--- src/rtl/stage1_hazard_issue_pkg.sv ---
// -----------------------------------------------------------------------------
// bpf_defs: shared BPF encoding constants for the CPU pipeline.
//   - instruction field placement inside the 64-bit {code, jt, jf, k} word
//   - instruction class codes (code[2:0])
//   - encodings that decide which of A/X an instruction reads
//   - stage1 holding-register state type
// No ports (package).
// -----------------------------------------------------------------------------
package bpf_defs;

    localparam int INSTR_W  = 64;
    localparam int CODE_LSB = 48;
    localparam int CODE_W   = 16;

    localparam logic [2:0] BPF_LD   = 3'd0;
    localparam logic [2:0] BPF_LDX  = 3'd1;
    localparam logic [2:0] BPF_ST   = 3'd2;
    localparam logic [2:0] BPF_STX  = 3'd3;
    localparam logic [2:0] BPF_ALU  = 3'd4;
    localparam logic [2:0] BPF_JMP  = 3'd5;
    localparam logic [2:0] BPF_RET  = 3'd6;
    localparam logic [2:0] BPF_MISC = 3'd7;

    // code[7:5] addressing mode that indexes memory through X
    localparam logic [2:0] BPF_IND   = 3'b010;
    // code[7:4] jump op for the unconditional jump
    localparam logic [3:0] BPF_JA    = 4'h0;
    // code[4:3] return-value source selecting A
    localparam logic [1:0] BPF_RET_A = 2'b10;
    // code[7:3] MISC sub-ops
    localparam logic [4:0] BPF_TAX   = 5'b00000;
    localparam logic [4:0] BPF_TXA   = 5'b10000;

    typedef enum logic {
        ST_EMPTY = 1'b0,
        ST_HELD  = 1'b1
    } hold_state_t;

endpackage

--- src/rtl/stage1_hazard_issue_if.sv ---
// -----------------------------------------------------------------------------
// stage1_hazard_issue_if: instruction path through stage1.
//   instr_in/pc_in/valid_in : instruction from stage0
//   ready                   : stage1 can accept this cycle
//   instr_out/pc_out/valid_out : instruction issued to stage2 (0 valid = bubble)
// modport slave  : the stage1 block
// modport master : the surrounding pipeline (stage0 producer / stage2 consumer)
// -----------------------------------------------------------------------------
interface stage1_hazard_issue_if
    import bpf_defs::*;
#(
    parameter int PC_W = 10
);
    logic [INSTR_W-1:0] instr_in;
    logic [PC_W-1:0]    pc_in;
    logic               valid_in;
    logic               ready;
    logic [INSTR_W-1:0] instr_out;
    logic [PC_W-1:0]    pc_out;
    logic               valid_out;

    modport slave (
        input  instr_in, pc_in, valid_in,
        output ready, instr_out, pc_out, valid_out
    );

    modport master (
        output instr_in, pc_in, valid_in,
        input  ready, instr_out, pc_out, valid_out
    );
endinterface

--- src/rtl/stage1_hazard_issue_decode.sv ---
// -----------------------------------------------------------------------------
// bpf_reg_read_decode: combinational decode of which accumulator registers a
// BPF instruction reads.
//   code    in  16  instruction code field
//   reads_a out 1   instruction reads A
//   reads_x out 1   instruction reads X
// -----------------------------------------------------------------------------
module bpf_reg_read_decode
    import bpf_defs::*;
(
    input  logic [15:0] code,
    output logic        reads_a,
    output logic        reads_x
);
    logic unused_code_hi;
    logic is_ja;

    assign unused_code_hi = ^code[15:8];
    assign is_ja          = (code[7:4] == BPF_JA);

    always_comb begin
        reads_a = 1'b0;
        reads_x = 1'b0;
        case (code[2:0])
            BPF_LD:   reads_x = (code[7:5] == BPF_IND);
            BPF_LDX:  ;
            BPF_ST:   reads_a = 1'b1;
            BPF_STX:  reads_x = 1'b1;
            BPF_ALU: begin
                reads_a = 1'b1;
                reads_x = code[3];
            end
            BPF_JMP: begin
                reads_a = ~is_ja;
                reads_x = code[3] & ~is_ja;
            end
            BPF_RET:  reads_a = (code[4:3] == BPF_RET_A);
            default: begin
                reads_a = (code[7:3] == BPF_TAX);
                reads_x = (code[7:3] == BPF_TXA);
            end
        endcase
    end
endmodule

--- src/rtl/stage1_hazard_issue.sv ---
// -----------------------------------------------------------------------------
// stage1_hazard_issue: holds one instruction from stage0 and issues it to
// stage2 only when no downstream stage (2, 2.5, 3) still has a pending write
// to a register the instruction reads; bubbles are inserted otherwise.
//   clk, rst        clock, asynchronous active-high reset
//   io (slave)      stage0 handshake in, registered issue to stage2 out
//   s2/s25/s3_A_en  valid-qualified pending writes of A per downstream stage
//   s2/s25/s3_X_en  valid-qualified pending writes of X per downstream stage
//   flush           taken branch: discard held and incoming instruction
//   stats_clr       synchronous clear of stall_cycles
//   stall_cycles    saturating count of hazard-stall cycles
// -----------------------------------------------------------------------------
module stage1_hazard_issue
    import bpf_defs::*;
#(
    parameter int PC_W  = 10,
    parameter int CNT_W = 32
)(
    input  logic              clk,
    input  logic              rst,
    stage1_hazard_issue_if.slave io,
    input  logic              s2_A_en,
    input  logic              s2_X_en,
    input  logic              s25_A_en,
    input  logic              s25_X_en,
    input  logic              s3_A_en,
    input  logic              s3_X_en,
    input  logic              flush,
    input  logic              stats_clr,
    output logic [CNT_W-1:0]  stall_cycles
);
    function automatic logic [CNT_W-1:0] sat_inc(input logic [CNT_W-1:0] v);
        return (&v) ? v : v + 1'b1;
    endfunction

    hold_state_t        state;
    logic [INSTR_W-1:0] hold_instr_p0;
    logic [PC_W-1:0]    hold_pc_p0;
    logic               hold_vld_p0;
    logic [INSTR_W-1:0] instr_p1;
    logic [PC_W-1:0]    pc_p1;
    logic               vld_p1;
    logic [CNT_W-1:0]   stall_cnt;

    logic reads_a, reads_x;
    logic hazard, issue, ready, accept;

    bpf_reg_read_decode u_decode (
        .code    (hold_instr_p0[CODE_LSB +: CODE_W]),
        .reads_a (reads_a),
        .reads_x (reads_x)
    );

    // Stage3 is included: its write only becomes visible to stage2 after the edge.
    assign hold_vld_p0 = (state == ST_HELD);
    assign hazard = (reads_a & (s2_A_en | s25_A_en | s3_A_en)) |
                    (reads_x & (s2_X_en | s25_X_en | s3_X_en));
    assign issue  = hold_vld_p0 & ~hazard & ~flush;
    assign ready  = ~hold_vld_p0 | issue | flush;
    assign accept = io.valid_in & ready & ~flush;

    // ---- stage p0: holding register (stage0 -> stage1) ----
    always_ff @(posedge clk or posedge rst) begin
        if (rst) begin
            state  <= ST_EMPTY;
            vld_p1 <= 1'b0;
        end else if (flush) begin
            state  <= ST_EMPTY;
            vld_p1 <= 1'b0;
        end else begin
            vld_p1 <= issue;
            case (state)
                ST_EMPTY: if (accept) state <= ST_HELD;
                default:  if (!accept && issue) state <= ST_EMPTY;
            endcase
        end
    end

    always_ff @(posedge clk) begin
        if (accept) begin
            hold_instr_p0 <= io.instr_in;
            hold_pc_p0    <= io.pc_in;
        end
    end

    // ---- stage p1: issue register (stage1 -> stage2) ----
    always_ff @(posedge clk or posedge rst) begin
        if (rst) begin
            instr_p1 <= '0;
            pc_p1    <= '0;
        end else if (issue) begin
            instr_p1 <= hold_instr_p0;
            pc_p1    <= hold_pc_p0;
        end
    end

    always_ff @(posedge clk or posedge rst) begin
        if (rst)
            stall_cnt <= '0;
        else if (stats_clr)
            stall_cnt <= '0;
        else if (hold_vld_p0 && hazard && !flush)
            stall_cnt <= sat_inc(stall_cnt);
    end

    assign io.ready     = ready;
    assign io.instr_out = instr_p1;
    assign io.pc_out    = pc_p1;
    assign io.valid_out = vld_p1;
    assign stall_cycles = stall_cnt;
endmodule

--- src/flat_wrapper.sv ---
// flat-port wrapper written by rule: the top's interface ports become plain ports
module stage1_hazard_issue_flat import bpf_defs::*;
#(
    parameter int PC_W  = 10,
    parameter int CNT_W = 32
)
  (clk, rst, s2_A_en, s2_X_en, s25_A_en, s25_X_en, s3_A_en, s3_X_en, flush, stats_clr, stall_cycles, io_instr_in, io_pc_in, io_valid_in, io_ready, io_instr_out, io_pc_out, io_valid_out);
  stage1_hazard_issue_if #(.PC_W(PC_W)) io_i ();
  input  logic clk;
  input  logic rst;
  input  logic s2_A_en;
  input  logic s2_X_en;
  input  logic s25_A_en;
  input  logic s25_X_en;
  input  logic s3_A_en;
  input  logic s3_X_en;
  input  logic flush;
  input  logic stats_clr;
  output logic [CNT_W-1:0] stall_cycles;
  input wire logic [$bits(io_i.instr_in)-1:0] io_instr_in;
  input wire logic [$bits(io_i.pc_in)-1:0] io_pc_in;
  input wire logic [$bits(io_i.valid_in)-1:0] io_valid_in;
  output wire logic [$bits(io_i.ready)-1:0] io_ready;
  output wire logic [$bits(io_i.instr_out)-1:0] io_instr_out;
  output wire logic [$bits(io_i.pc_out)-1:0] io_pc_out;
  output wire logic [$bits(io_i.valid_out)-1:0] io_valid_out;
  assign io_i.instr_in = io_instr_in;
  assign io_i.pc_in = io_pc_in;
  assign io_i.valid_in = io_valid_in;
  assign io_ready = io_i.ready;
  assign io_instr_out = io_i.instr_out;
  assign io_pc_out = io_i.pc_out;
  assign io_valid_out = io_i.valid_out;
  stage1_hazard_issue #(.PC_W(PC_W), .CNT_W(CNT_W)) u_core (.clk(clk), .rst(rst), .io(io_i), .s2_A_en(s2_A_en), .s2_X_en(s2_X_en), .s25_A_en(s25_A_en), .s25_X_en(s25_X_en), .s3_A_en(s3_A_en), .s3_X_en(s3_X_en), .flush(flush), .stats_clr(stats_clr), .stall_cycles(stall_cycles));
endmodule
--- config.mk ---
export PLATFORM = sky130hd
export DESIGN_NAME = stage1_hazard_issue_flat
export DESIGN_NICKNAME = d
export VERILOG_FILES = /design/src/rtl/stage1_hazard_issue_pkg.sv /design/src/rtl/stage1_hazard_issue_if.sv /design/src/rtl/stage1_hazard_issue_decode.sv /design/src/rtl/stage1_hazard_issue.sv /design/src/flat_wrapper.sv
export SDC_FILE = /design/constraint.sdc
export NUM_CORES = 1
export LEC_CHECK = 0
export ABC_AREA = 1
export CAP_MARGIN = 30
export CORE_ASPECT_RATIO = 0.8
export CORE_MARGIN = 4
export CORE_UTILIZATION = 53
export DETAILED_ROUTE_END_ITERATION = 6
export PLACE_DENSITY = 0.86
export SYNTH_ARGS = -nofsm -noshare
export SYNTH_HDL_FRONTEND = slang
export SYNTH_SLANG_ARGS = --single-unit
--- constraint.sdc ---
create_clock -name clk -period 9.1 [get_ports clk]
set_input_delay 1.82 -clock clk [delete_from_list [all_inputs] [get_ports clk]]
set_output_delay 1.82 -clock clk [all_outputs]
set_load 0.005 [all_outputs]
* Word-level counts from Yosys, hierarchy flattened
Index checks and enable logic that the tools add are counted.
W data, S select, Z words.
** Operators by class
- Add/subtract/negate cells :: 1
- $mul :: 0
- Divide/modulo/power cells :: 0
- $lt $le $gt $ge :: 0
- Eq/ne operators :: 10
- Shifts and indexed selects :: 0
- Mux-type cells :: 10
- Bitwise logic cells :: 18
- Reductions and logical operators :: 14
** Operator list (count)
- $mux W32 :: 3
- $add A32 B1 Y32 const B :: 1
- $reduce_and A32 Y1 :: 1
- $eq A3 B2 Y1 const B :: 3
- $eq A3 B3 Y1 const B :: 3
- $and A1 B1 Y1 :: 7
- $or A1 B1 Y1 :: 7
- $reduce_or A3 Y1 :: 2
- $eq A5 B5 Y1 const B :: 1
- $logic_not A5 Y1 :: 1
- $mux W1 :: 5
- $pmux W1 S5 :: 1
- $logic_not A4 Y1 :: 1
- $not A1 Y1 :: 4
- $pmux W1 S4 :: 1
- $eq A3 B1 Y1 const B :: 1
- $logic_and A1 B1 Y1 :: 3
- $logic_not A3 Y1 :: 1
- $eq A2 B2 Y1 const B :: 1
- $logic_not A1 Y1 :: 2
- $ne A2 B2 Y1 const B :: 1
- $reduce_and A2 Y1 :: 1
- $reduce_bool A2 Y1 :: 1
- $reduce_or A2 Y1 :: 1
** Word-level totals
- Register bits after elaboration :: 182
- Latch bits :: 0
- RAM bits :: 0
- Memory bits (read-only) :: 0
- Input port bits :: 85
- Output and inout port bits :: 108
- Logic and storage cells :: 60
- Memories kept :: 0

* Logic depth before layout (Yosys ltp)
- Word-level depth :: 18
- Mapped depth :: 14
- Depth with buffers taken out :: 13

* Cells and area by module
A second synthesis with hierarchy kept.
** Second synthesis, totals
- Cells, all modules :: 799
- Area, all modules :: 7539.7 um^2
** Modules (own cells, without submodules)
- stage1_hazard_issue :: times used 1, cells each 758, area an instance 7323.3 um^2, seq. area each 4924.7 um^2
- bpf_reg_read_decode :: times used 1, cells each 41, area an instance 216.5 um^2, seq. area each 0.0 um^2

* Worst setup path before layout
No wires, ideal clock.
- Path type :: input port to flip-flop
- Start :: input s25_A_en
- End :: register u_core.hold_instr_p0[0] (enable)
- Library setup time :: 0.507 ns
- Data arrival time :: 5.703 ns
- Required time :: 8.593 ns
- Setup slack :: 2.890 ns
- Cell stages on the path :: 6
- Buffers on the path :: 0
- Cells stage by stage :: or3_1 > nand3_1 > nand2_2 > nand2_2 > nand2_1 > nor2_1
** Between the ends
- Cells in the longest elaborated chain, start to end :: 11
** Ends and longest elaborated chain
- start: declaration :: RTL line flat_wrapper.sv:13 : input logic s25_A_en;
- $or A1 B1 Y1 (2 in series) :: RTL line stage1_hazard_issue.sv:56 : assign hazard = (reads_a & (s2_A_en | s25_A_en | s3_A_en)) |
- $and A1 B1 Y1 :: RTL line stage1_hazard_issue.sv:56
- $or A1 B1 Y1 :: RTL line stage1_hazard_issue.sv:56
- $not A1 Y1 :: RTL line stage1_hazard_issue.sv:58 : assign issue = hold_vld_p0 & ~hazard & ~flush;
- $and A1 B1 Y1 (2 in series) :: RTL line stage1_hazard_issue.sv:58
- $or A1 B1 Y1 (2 in series) :: RTL line stage1_hazard_issue.sv:59 : assign ready = ~hold_vld_p0 | issue | flush;
- net io_ready :: RTL line flat_wrapper.sv:23 : output wire logic [$bits(io_i.ready)-1:0] io_ready;
- $and A1 B1 Y1 (2 in series) :: RTL line stage1_hazard_issue.sv:60 : assign accept = io.valid_in & ready & ~flush;
- net u_core.accept :: RTL line stage1_hazard_issue.sv:46 : logic hazard, issue, ready, accept;
- end signal: assignment :: RTL line stage1_hazard_issue.sv:81 : hold_instr_p0 <= io.instr_in;
- end: declaration :: RTL line stage1_hazard_issue.sv:37 : logic [INSTR_W-1:0] hold_instr_p0;
The timed path passes the listed nets, and every way through them passes these cells.
A chain may end at the register's enable or synchronous reset.

* Worst setup path in the final report
- Start :: input s25_A_en
- End :: output io_ready
** Between the ends
- Cells in the longest elaborated chain, start to end :: 9
** Ends and longest elaborated chain (RTL line)
- $or A1 B1 Y1 (2 in series) :: stage1_hazard_issue.sv:56
- $and A1 B1 Y1 :: stage1_hazard_issue.sv:56
- $or A1 B1 Y1 :: stage1_hazard_issue.sv:56
- $not A1 Y1 :: stage1_hazard_issue.sv:58
- $and A1 B1 Y1 (2 in series) :: stage1_hazard_issue.sv:58
- $or A1 B1 Y1 (2 in series) :: stage1_hazard_issue.sv:59
- end: declaration :: flat_wrapper.sv:23
Every way passes these cells.

==> run metrics <==
status=finished, final reports clean; met2 Use GR=39.0%; setup TNS=0 ps; Core Region=about 14000 sq um; antenna viol nets, final=0; Clock Tree Buf Depth=2; initial DRC count=roughly 420; fin crit period=5380 ps; GRT Total Usage=24.3%; # IOs=193; initial core utilization=55.0%; vias per cell=between 5 and 6; Sinks on Clock Net=between 150 and 200; Post-Syn Area=7590 sq um; Die Area=between 15000 and 20000 sq um; RSZ-0062 raised after global routing=no; Yosys top cell area share=a little over a third; max-capacitance violation count=0; syn nets=871; later-pin clock latency in the skew report=about 430 ps; Root Driver=clkbuf_16; VDD IR max=approximately 0.00016 V; Final Hold Fails=0; Synthesis Warnings=0; cell count after synthesis=slightly below 800; crit path cell chain=clkdlybuf4s50_1 -> or3_1 -> nand3_1 -> nand2_2 -> nand2_2 -> clkdlybuf4s50_1; CP Data Arrival Time=about 3600 ps; CTS buffer count=17; CP max stage cell=clkdlybuf4s50_1; Fin Clk Skew=approximately 10 ps; H-Tree Depth=4; M1 GR Usage=31.4%; global route overflow=0; largest net degree at the start of global routing=82; First-pass DRT Iterations=5; top cell family by delay on the critical path=buffers and inverters; Yosys reg bits=between 150 and 200; Tightest Hold Check Type=flop to flop; Final period util=about three fifths; crit path buf inv count=2; Area growth, synth to finish=34.6%; nets=1060; post-synth top area cell=dfrtp_1; initial antenna violation count=0; vias=approximately 6100; Critical Path Start Type=input port; Port Buffer Count=about 190; CP max FO=4; DRC=0; die span in x=142 microns; hold buffers post-CTS=0; max frequency=186 MHz; met3 Use GR=~8.9%; final WL=19300 microns; Slew HR=35.5%; gr busiest metal=met2; ant diodes=0; CTS tree=done; Synth area leaders=dfrtp_1 36%, edfxtp_1 29%, nand2_1 18%; total power=2.14 mW; RePlAce Congestion=roughly 0.9; power per standard cell area=about 210 nW/um^2; fraction of layout cells with a size suffix above 1=slightly below 6%; library cells used by synthesis=32; Die Y=115 microns; worst-margin pin slew=967 ps; CP max stage delay=between 500 and 600 ps; leak pwr=between 4 and 5 nW; Max Slew Vio Count=0; routed len/inst=between 15 and 20 microns; final setup fails=0; site row count=38; first-pass GRT wire length=30900 microns; Setup Crit Path Kind=input port to output port; Core Util, Final=between 70 and 80%; Critical Path RT=approximately 7300 ps; post-CTS setup buffer count=0; Setup crit end kind=output port; post-cts gate resize count=0; clk slew on worst S/H paths=about 70 ps; Seq/Total Area, Yosys=64.9%; Avg Inst Size Synth=9.67 sq um; post-DP HPWL=13500 microns; vias in the first global route=between 6000 and 7000
-- path summary, 6_finish.rpt --
kind,start,to,slack [ps],depth (start not counted)
worst max-delay path,s25_A_en,io_ready,3720,6
worst min-delay path,u_core.hold_instr_p0[8]$_DFFE_PP_,u_core.io.instr_out[8]$_DFFE_PP0P_,430,2
worst max register to register,u_core.hold_instr_p0[54]$_DFFE_PP_,u_core.io.instr_out[25]$_DFFE_PP0P_,5960,12
worst min register to register,u_core.hold_instr_p0[8]$_DFFE_PP_,u_core.io.instr_out[8]$_DFFE_PP0P_,430,2
max in group asynchronous,rst,u_core.stall_cycles[5]$_DFFE_PP0P_,6290,4
min in group asynchronous,rst,u_core.io.instr_out[14]$_DFFE_PP0P_,1730,2
-- placed cells by master, fill, tap and decap left out, types with 3 or more instances in the layout --
master / n
nand2_2: 4
clkbuf_16: 17
buf_4: 4
inv_6: 5
nor3b_1: 3
inv_1: 30
nand2_1: 355
xor2_1: 7
nor3_1: 9
nand4_1: 9
nand3_1: 49
nor3_2: 3
xnor2_1: 11
o21ai_0: 7
dfrtp_1: 108
inv_2: 3
nor2_1: 66
clkdlybuf4s50_1: 192
edfxtp_1: 74
-- metal layers --
| metal | vias up | share of wire [%] |
|---|---|---|
| li1 | 2895 | - |
| met1 | 2899 | 41 |
| met2 | 247 | 47 |
| met3 | 30 | 9.6 |
| met4 | 0 | 2.2 |
| met5 | - | 0 |
-- cells by family after synthesis --
group           Yosys count  synth area share, %
simple gates            512                 28.2
flops                   182                 64.9
buf+inv                  63                 4.07
xor+xnor                 18                 2.08
compound gates            9                0.626
fa+ha+maj                 1                0.165
-- tightest hold or removal path, stage by stage (launching register included) --
cell      delay [ps]
edfxtp_1         320
nand2_1           50
nand2_1           40
-- final cells by class --
| type | count | area (sq um) |
|---|---|---|
| inverters | 36 | 138 |
| fillers | 972 | 3570 |
| flip-flops and latches | 182 | 4920 |
| clock buffers | 18 | 429 |
| multi-input cells | 540 | 2360 |
| repair buffers | 197 | 1980 |
| well taps | 180 | 225 |
| clock inverters | 14 | 159 |
-- per-stage QoR --
step	worst slack (ps)	cell area, sq um	hold slack, ps	instances
after floorplan	2890	7590	418	785
after global placement	3720	9600	420	1134
after detailed placement	3690	9630	425	1135
after CTS	3690	10200	435	1167
after global routing	3640	10200	457	1167
final	3720	10200	435	1167
-- flip-flops by register name (all words and copies together) (netlist names) --
| name | count |
|---|---|
| u_core.hold_instr_p0 | 64 |
| u_core.io.instr_out | 64 |
| u_core.hold_pc_p0 | 10 |
| u_core.io.valid_out | 1 |
| u_core.stall_cycles | 32 |
| u_core.io.pc_out | 10 |
| u_core.hold_vld_p0 | 1 |
-- cell usage after synthesis (all sizes together) --
cell type	count
o211ai	1
nor3b	3
nor4	1
or3	2
dfrtp	108
xor2	7
buf	19
clkinv	2
o21ai	7
nand4	10
nand3b	1
nand2	361
edfxtp	74
nor2	70
xnor2	11
nor3	12
ha	1
clkbuf	8
inv	34
nand3	52
a21oi	1
-- report_power, final --
| group | leakage [nW] | total (mW) | switching (mW) | internal (mW) |
|---|---|---|---|---|
| combinational | 2.04 | 0.382 | 0.153 | 0.230 |
| sequential | 2.09 | 1.03 | 0.0654 | 0.967 |
| clock | 0.286 | 0.725 | 0.335 | 0.390 |
| total | 4.42 | 2.14 | 0.553 | 1.59 |
(Power assumes the default switching activity.)
==> edit 1: new RTL, same settings <==
Reset style: synchronous (`rst`), changed in 3 clocked blocks. Comments in the files are not updated.
--- a/src/rtl/stage1_hazard_issue.sv
+++ b/src/rtl/stage1_hazard_issue.sv
@@ -62,3 +62,3 @@
     // ---- stage p0: holding register (stage0 -> stage1) ----
-    always_ff @(posedge clk or posedge rst) begin
+    always_ff @(posedge clk) begin
         if (rst) begin
@@ -86,3 +86,3 @@
     // ---- stage p1: issue register (stage1 -> stage2) ----
-    always_ff @(posedge clk or posedge rst) begin
+    always_ff @(posedge clk) begin
         if (rst) begin
@@ -96,3 +96,3 @@
 
-    always_ff @(posedge clk or posedge rst) begin
+    always_ff @(posedge clk) begin
         if (rst)
Behaviour: differs if rst is asserted again (counterexample within 4 cycles, from zero or initial values and one cycle with rst high); with rst held inactive, the same outputs for 4 cycles.
==> edit 1 against the original RTL <==
  * Routed wire length down 2.2%
  * Largest cell class unchanged
  * Sequential cell count did not move
  * Critical path type unchanged
  * First-iteration DRC count increased by 0.71%
  * Area after synthesis decreased by 5.2%
  * Worst setup slack lost 0.48 ns
  * Global-route usage decreased by 0.19 points
  * Design area decreased by 4.0%
  * Non-clock buffer count stayed put
Power is not compared: it rests on default switching activity, and its combinational part moved more than twofold at a synthesized area within 25%.
==> edit 1: results (changes against the original RTL) <==
| Metric | Value |
|---|---|
| Status | finished, final reports clean |
| Final RePlAce weighted congestion | 0.942 (+5.1%) |
| Hold path endpoint | u_core.io.instr_out[59]$_SDFFE_PP0P_ |
| GRT Util Overall | 24.2% (-0.19 points) |
| Top cells by area, synth | edfxtp_1 (31%), dfxtp_1 (30%), nand2_1 (7.4%) |
| Synth Area in XOR/XNOR | 1.83% (-0.25 points) |
| First-pass GRT wire length | 30.4 mm (-1.7%) |
| Routed wl met3 | 1.99 mm (+7.4%) |
| Reg-to-Reg End | u_core.stall_cycles[11]$_SDFFE_PP0P_ |
| Worst hold slack | 0.444 ns (+0.00970 ns) |
| Slowest-stage cell, CP | clkdlybuf4s50_1 |
| Vias in the first global route | 5985 (-2.0%) |
| Post-synthesis sequential area ratio | 60.9% (-4.0 points) |
| Yosys cell types | 26 (-19%) |
| WL met1 | 7.61 mm (-3.4%) |
| Syn_nets | 873 (+0.23%) |
| CP Launch Point | s2_A_en |
| FF-to-FF setup slack | 6.04 ns (+0.08 ns) |
| Top routing layer in use | met4 |
| Fillers | 922 (-5.1%) |
| Synth Area in Adders | 0.174% (+0.0090 points) |
| GR Util met2 | 39.8% (+0.78 points) |
| Slew @ Worst Pin | 0.981 ns (+0.0137 ns) |
| Worst reg2reg path depth | 9 (-3) |
| Met1 Track Usage GR | 29.1% (-2.3 points) |
| CTS root buf | clkbuf_16 |
| Post-synth top cells | nand2_1 (142), dfxtp_1 (108), a21oi_1 (106) |
| Worst reg2reg startpoint | u_core.stall_cycles[0]$_SDFFE_PP0P_ |
| CP top delay family | simple AND/OR/NAND/NOR gates |
| Vias per inst | 5.27 (+1.4%) |
| Clock Skew | 0.0137 ns (+0.00377 ns) |
| Met3 usage in global routing | 11.1% (+2.2 points) |
| CP Max Fanout | 34 (+30) |
| Nets | 1050 (-0.94%) |
| HPWL Detailed | 12.7 mm (-5.3%) |
| Final wirelength | 18.8 mm (-2.2%) |
| Hold path start | u_core.io.instr_out[59]$_SDFFE_PP0P_ |
| Met2 WL | 8.95 mm (-1.8%) |
| Layout cells sized above 1 | 4.71% (-1.2 points) |
| Drt first-iter violations | 425 (+0.71%) |
| Ys async rst share | 0% (-59 points) |
| Compound-cell area share of the yosys netlist | 12.6% (+12 points) |
| Worst-path clk slew | 0.07 ns (about the same) |
| Pin count of the biggest net entering global routing | 124 (+51%) |
-- edit 1: cell count changes after synthesis, sizes merged, moves of 8 or more --
cell    delta
nand2    -217
nand3b    +13
dfxtp    +108
a21oi    +105
dfrtp    -108
nand3     -43
clkbuf    +12
xnor2      -8
nand4     +25
inv       +63
o21ai     +67
nor3      -11
-- edit 1: stage by stage --
step | std cells | worst slack (ns) | total power [mW] | area [um^2] | util, %
6_report | 1152 | 3.24 | 1.71 | 9810 | 75.1
5_1_grt | 1152 | 3.15 | 1.76 | 9810 | 75.1
4_1_cts | 1151 | 3.27 | 1.71 | 9790 | 75.0
3_5_place_dp | 1119 | 3.29 | 1.01 | 9200 | 70.5
3_3_place_gp | 1118 | 3.34 | 1.00 | 9180 | 70.3
2_1_floorplan | 787 | 4.63 | 0.940 | 7200 | -
-- edit 1: cell type report --
cell class,count,share of cell area [%]
clock buffer,18,4.38
clock inverter,14,1.62
inverter,98,3.76
multi-input combinational,468,23.1
sequential,182,44.7
tap,175,2.23
timing repair buffer,197,20.2
==> edit 2: new RTL, config.mk and constraints unchanged <==
Without the edit above. `CODE_LSB`: 48 -> 24.
--- a/src/rtl/stage1_hazard_issue_pkg.sv
+++ b/src/rtl/stage1_hazard_issue_pkg.sv
@@ -11,3 +11,3 @@
     localparam int INSTR_W  = 64;
-    localparam int CODE_LSB = 48;
+    localparam int CODE_LSB = 24;
     localparam int CODE_W   = 16;
Check against the original RTL: not equivalent (a bounded check fails within 4 cycles, from zero or initial values and one cycle with rst high).
==> edit 2 against the original RTL <==
  * Critical endpoint unchanged
  * Design area decreased by 0.12%
  * Clock power decreased by 4.1%
  * Largest cell class unchanged
  * Total power decreased by 1.4%
  * Area after synthesis decreased by 0.66%
  * Highest routed layer unchanged
  * Worst setup slack improved by 0.030 ns
  * Routed wire length increased by 0.18%
  * Sequential cell count unchanged
  * Register-to-register slack improved by 0.09 ns
==> edit 2: results (changes against the original RTL) <==
| Metric | Value |
|---|---|
| Postcts setup bufs | 0 (unchanged) |
| CP top delay family | buffers and inverters |
| Synth warn | 0 (unchanged) |
| Synth Area in Adders | 0.166% (+0.0011 points) |
| Met1 Track Usage GR | 32.4% (+1.1 points) |
| Nets | 1062 (+0.19%) |
| Final RePlAce weighted congestion | 0.969 (+8.2%) |
| Top FF cell, synth | dfrtp_1 |
| CTS max path bufs | 2 (unchanged) |
| Lkg Pwr | 4.41 nW (-0.13%) |
| GR Util met2 | 38.9% (about the same) |
| Top cells by area, synth | dfrtp_1 (36%), edfxtp_1 (29%), nand2_1 (18%) |
| Post-synth top cells | nand2_1 (356), dfrtp_1 (108), edfxtp_1 (74) |
| GRT Util Overall | 24.4% (+0.075 points) |
| EDFF count, synth | 74 (unchanged) |
| Syn_nets | 871 (unchanged) |
| CTS Hold Bufs | 0 (unchanged) |
| Routed wl met3 | 1.86 mm (+0.27%) |
| H-tree levels | 4 (unchanged) |
| Clock buffer count from CTS | 17 (unchanged) |
| Area of the multi-input gates | 2330 um^2 (-1.5%) |
| Peak supply drop | 153 uV (-6.7%) |
| Vias per inst | 5.19 (-0.27%) |
| Ys async rst share | 59.3% (unchanged) |
| Fillers | 948 (-2.5%) |
| Inverter count | 36 (unchanged) |
| FF-to-FF setup slack | 6.05 ns (+0.09 ns) |
| Post-synthesis sequential area ratio | 65.3% (+0.43 points) |
| HPWL Detailed | 13.6 mm (+1.4%) |
| Initial antenna violation count | 0 (unchanged) |
| Layout cells sized above 1 | 5.66% (-0.21 points) |
| Final wirelength | 19.3 mm (+0.18%) |
| Clock Skew | 0.00988 ns (-0.0000910 ns) |
| Sink Count | 182 (unchanged) |
| Status | finished, final reports clean |
| Vias in the first global route | 5778 (-5.4%) |
| WL met1 | 7.97 mm (+1.2%) |
| Clock-cell share of area | 5.64% (-0.12 points) |
| ANT cells | 0 (unchanged) |
| Drt first-iter violations | 581 (+38%) |
| Slew headroom | 39.4% (+3.9 points) |
| Buffers excl. clock | 199 (+1.0%) |
| WHS Path Cells | 2 (unchanged) |
| Synth Area in XOR/XNOR | 2.09% (+0.014 points) |
| Compound-cell area share of the yosys netlist | 0.631% (+0.0042 points) |
| First-pass GRT wire length | 30.5 mm (-1.2%) |
| Critical path arrival | 3.53 ns (-0.03 ns) |
| Worst reg2reg path depth | 12 (unchanged) |
| Slowest stage delay, CP | 0.53 ns |
| Met3 usage in global routing | 7.68% (-1.2 points) |
| Clock latency on the worst-skew pair | 0.43 ns (about the same) |
| Met2 WL | 9.14 mm (+0.27%) |
| Data buffer area share | 19.7% (+0.37 points) |
| Yosys cell types | 29 (-9.4%) |
| Register area | 4920 um^2 (unchanged) |
[edit 2: cell count changes after synthesis, moves of 2 or more]
cell / change
buf_2: -3
nand2_4: -2
clkbuf_1: +4
buf_6: -2
[edit 2: cell families (layout without fill, tap and decap cells)]
kind of cell | count (synthesis) | count (layout)
DFF | 182 | 182
buffers and inverters | 63 | 267
and+or+nand+nor | 512 | 512
adders and majority gates | 1 | 1
xor gates and xnor gates | 18 | 18
AOI/OAI and AO/OA | 9 | 9
[edit 2: per-stage QoR]
stage / area (um^2) / setup WS (ns) / cells / power [mW] / hold WS (ns)
2_1_floorplan: 7540 / 2.91 / 785 / 1.15 / 0.418
3_3_place_gp: 9570 / 3.74 / 1135 / 1.41 / 0.419
3_5_place_dp: 9600 / 3.75 / 1136 / 1.43 / 0.426
4_1_cts: 10200 / 3.74 / 1168 / 2.13 / 0.443
5_1_grt: 10200 / 3.69 / 1169 / 2.21 / 0.466
6_report: 10200 / 3.75 / 1169 / 2.11 / 0.441
[edit 2: power by group]
part           switching (mW)  total (mW)  leakage (nW)  internal (mW)
logic                   0.156       0.387          2.04          0.231
clock network           0.333       0.695         0.274          0.362
registers              0.0618        1.03          2.09          0.967
total                   0.550        2.11          4.41           1.56
[edit 2: final timing paths]
check                                                   start                                   to
setup reg to reg           u_core.hold_instr_p0[30]$_DFFE_PP_  u_core.io.instr_out[62]$_DFFE_PP0P_
hold reg to reg            u_core.hold_instr_p0[51]$_DFFE_PP_  u_core.io.instr_out[51]$_DFFE_PP0P_
max in group asynchronous                                 rst  u_core.io.instr_out[16]$_DFFE_PP0P_
setup / recovery                                     s25_A_en                             io_ready
hold / removal             u_core.hold_instr_p0[51]$_DFFE_PP_  u_core.io.instr_out[51]$_DFFE_PP0P_
min in group asynchronous                                 rst  u_core.io.instr_out[59]$_DFFE_PP0P_
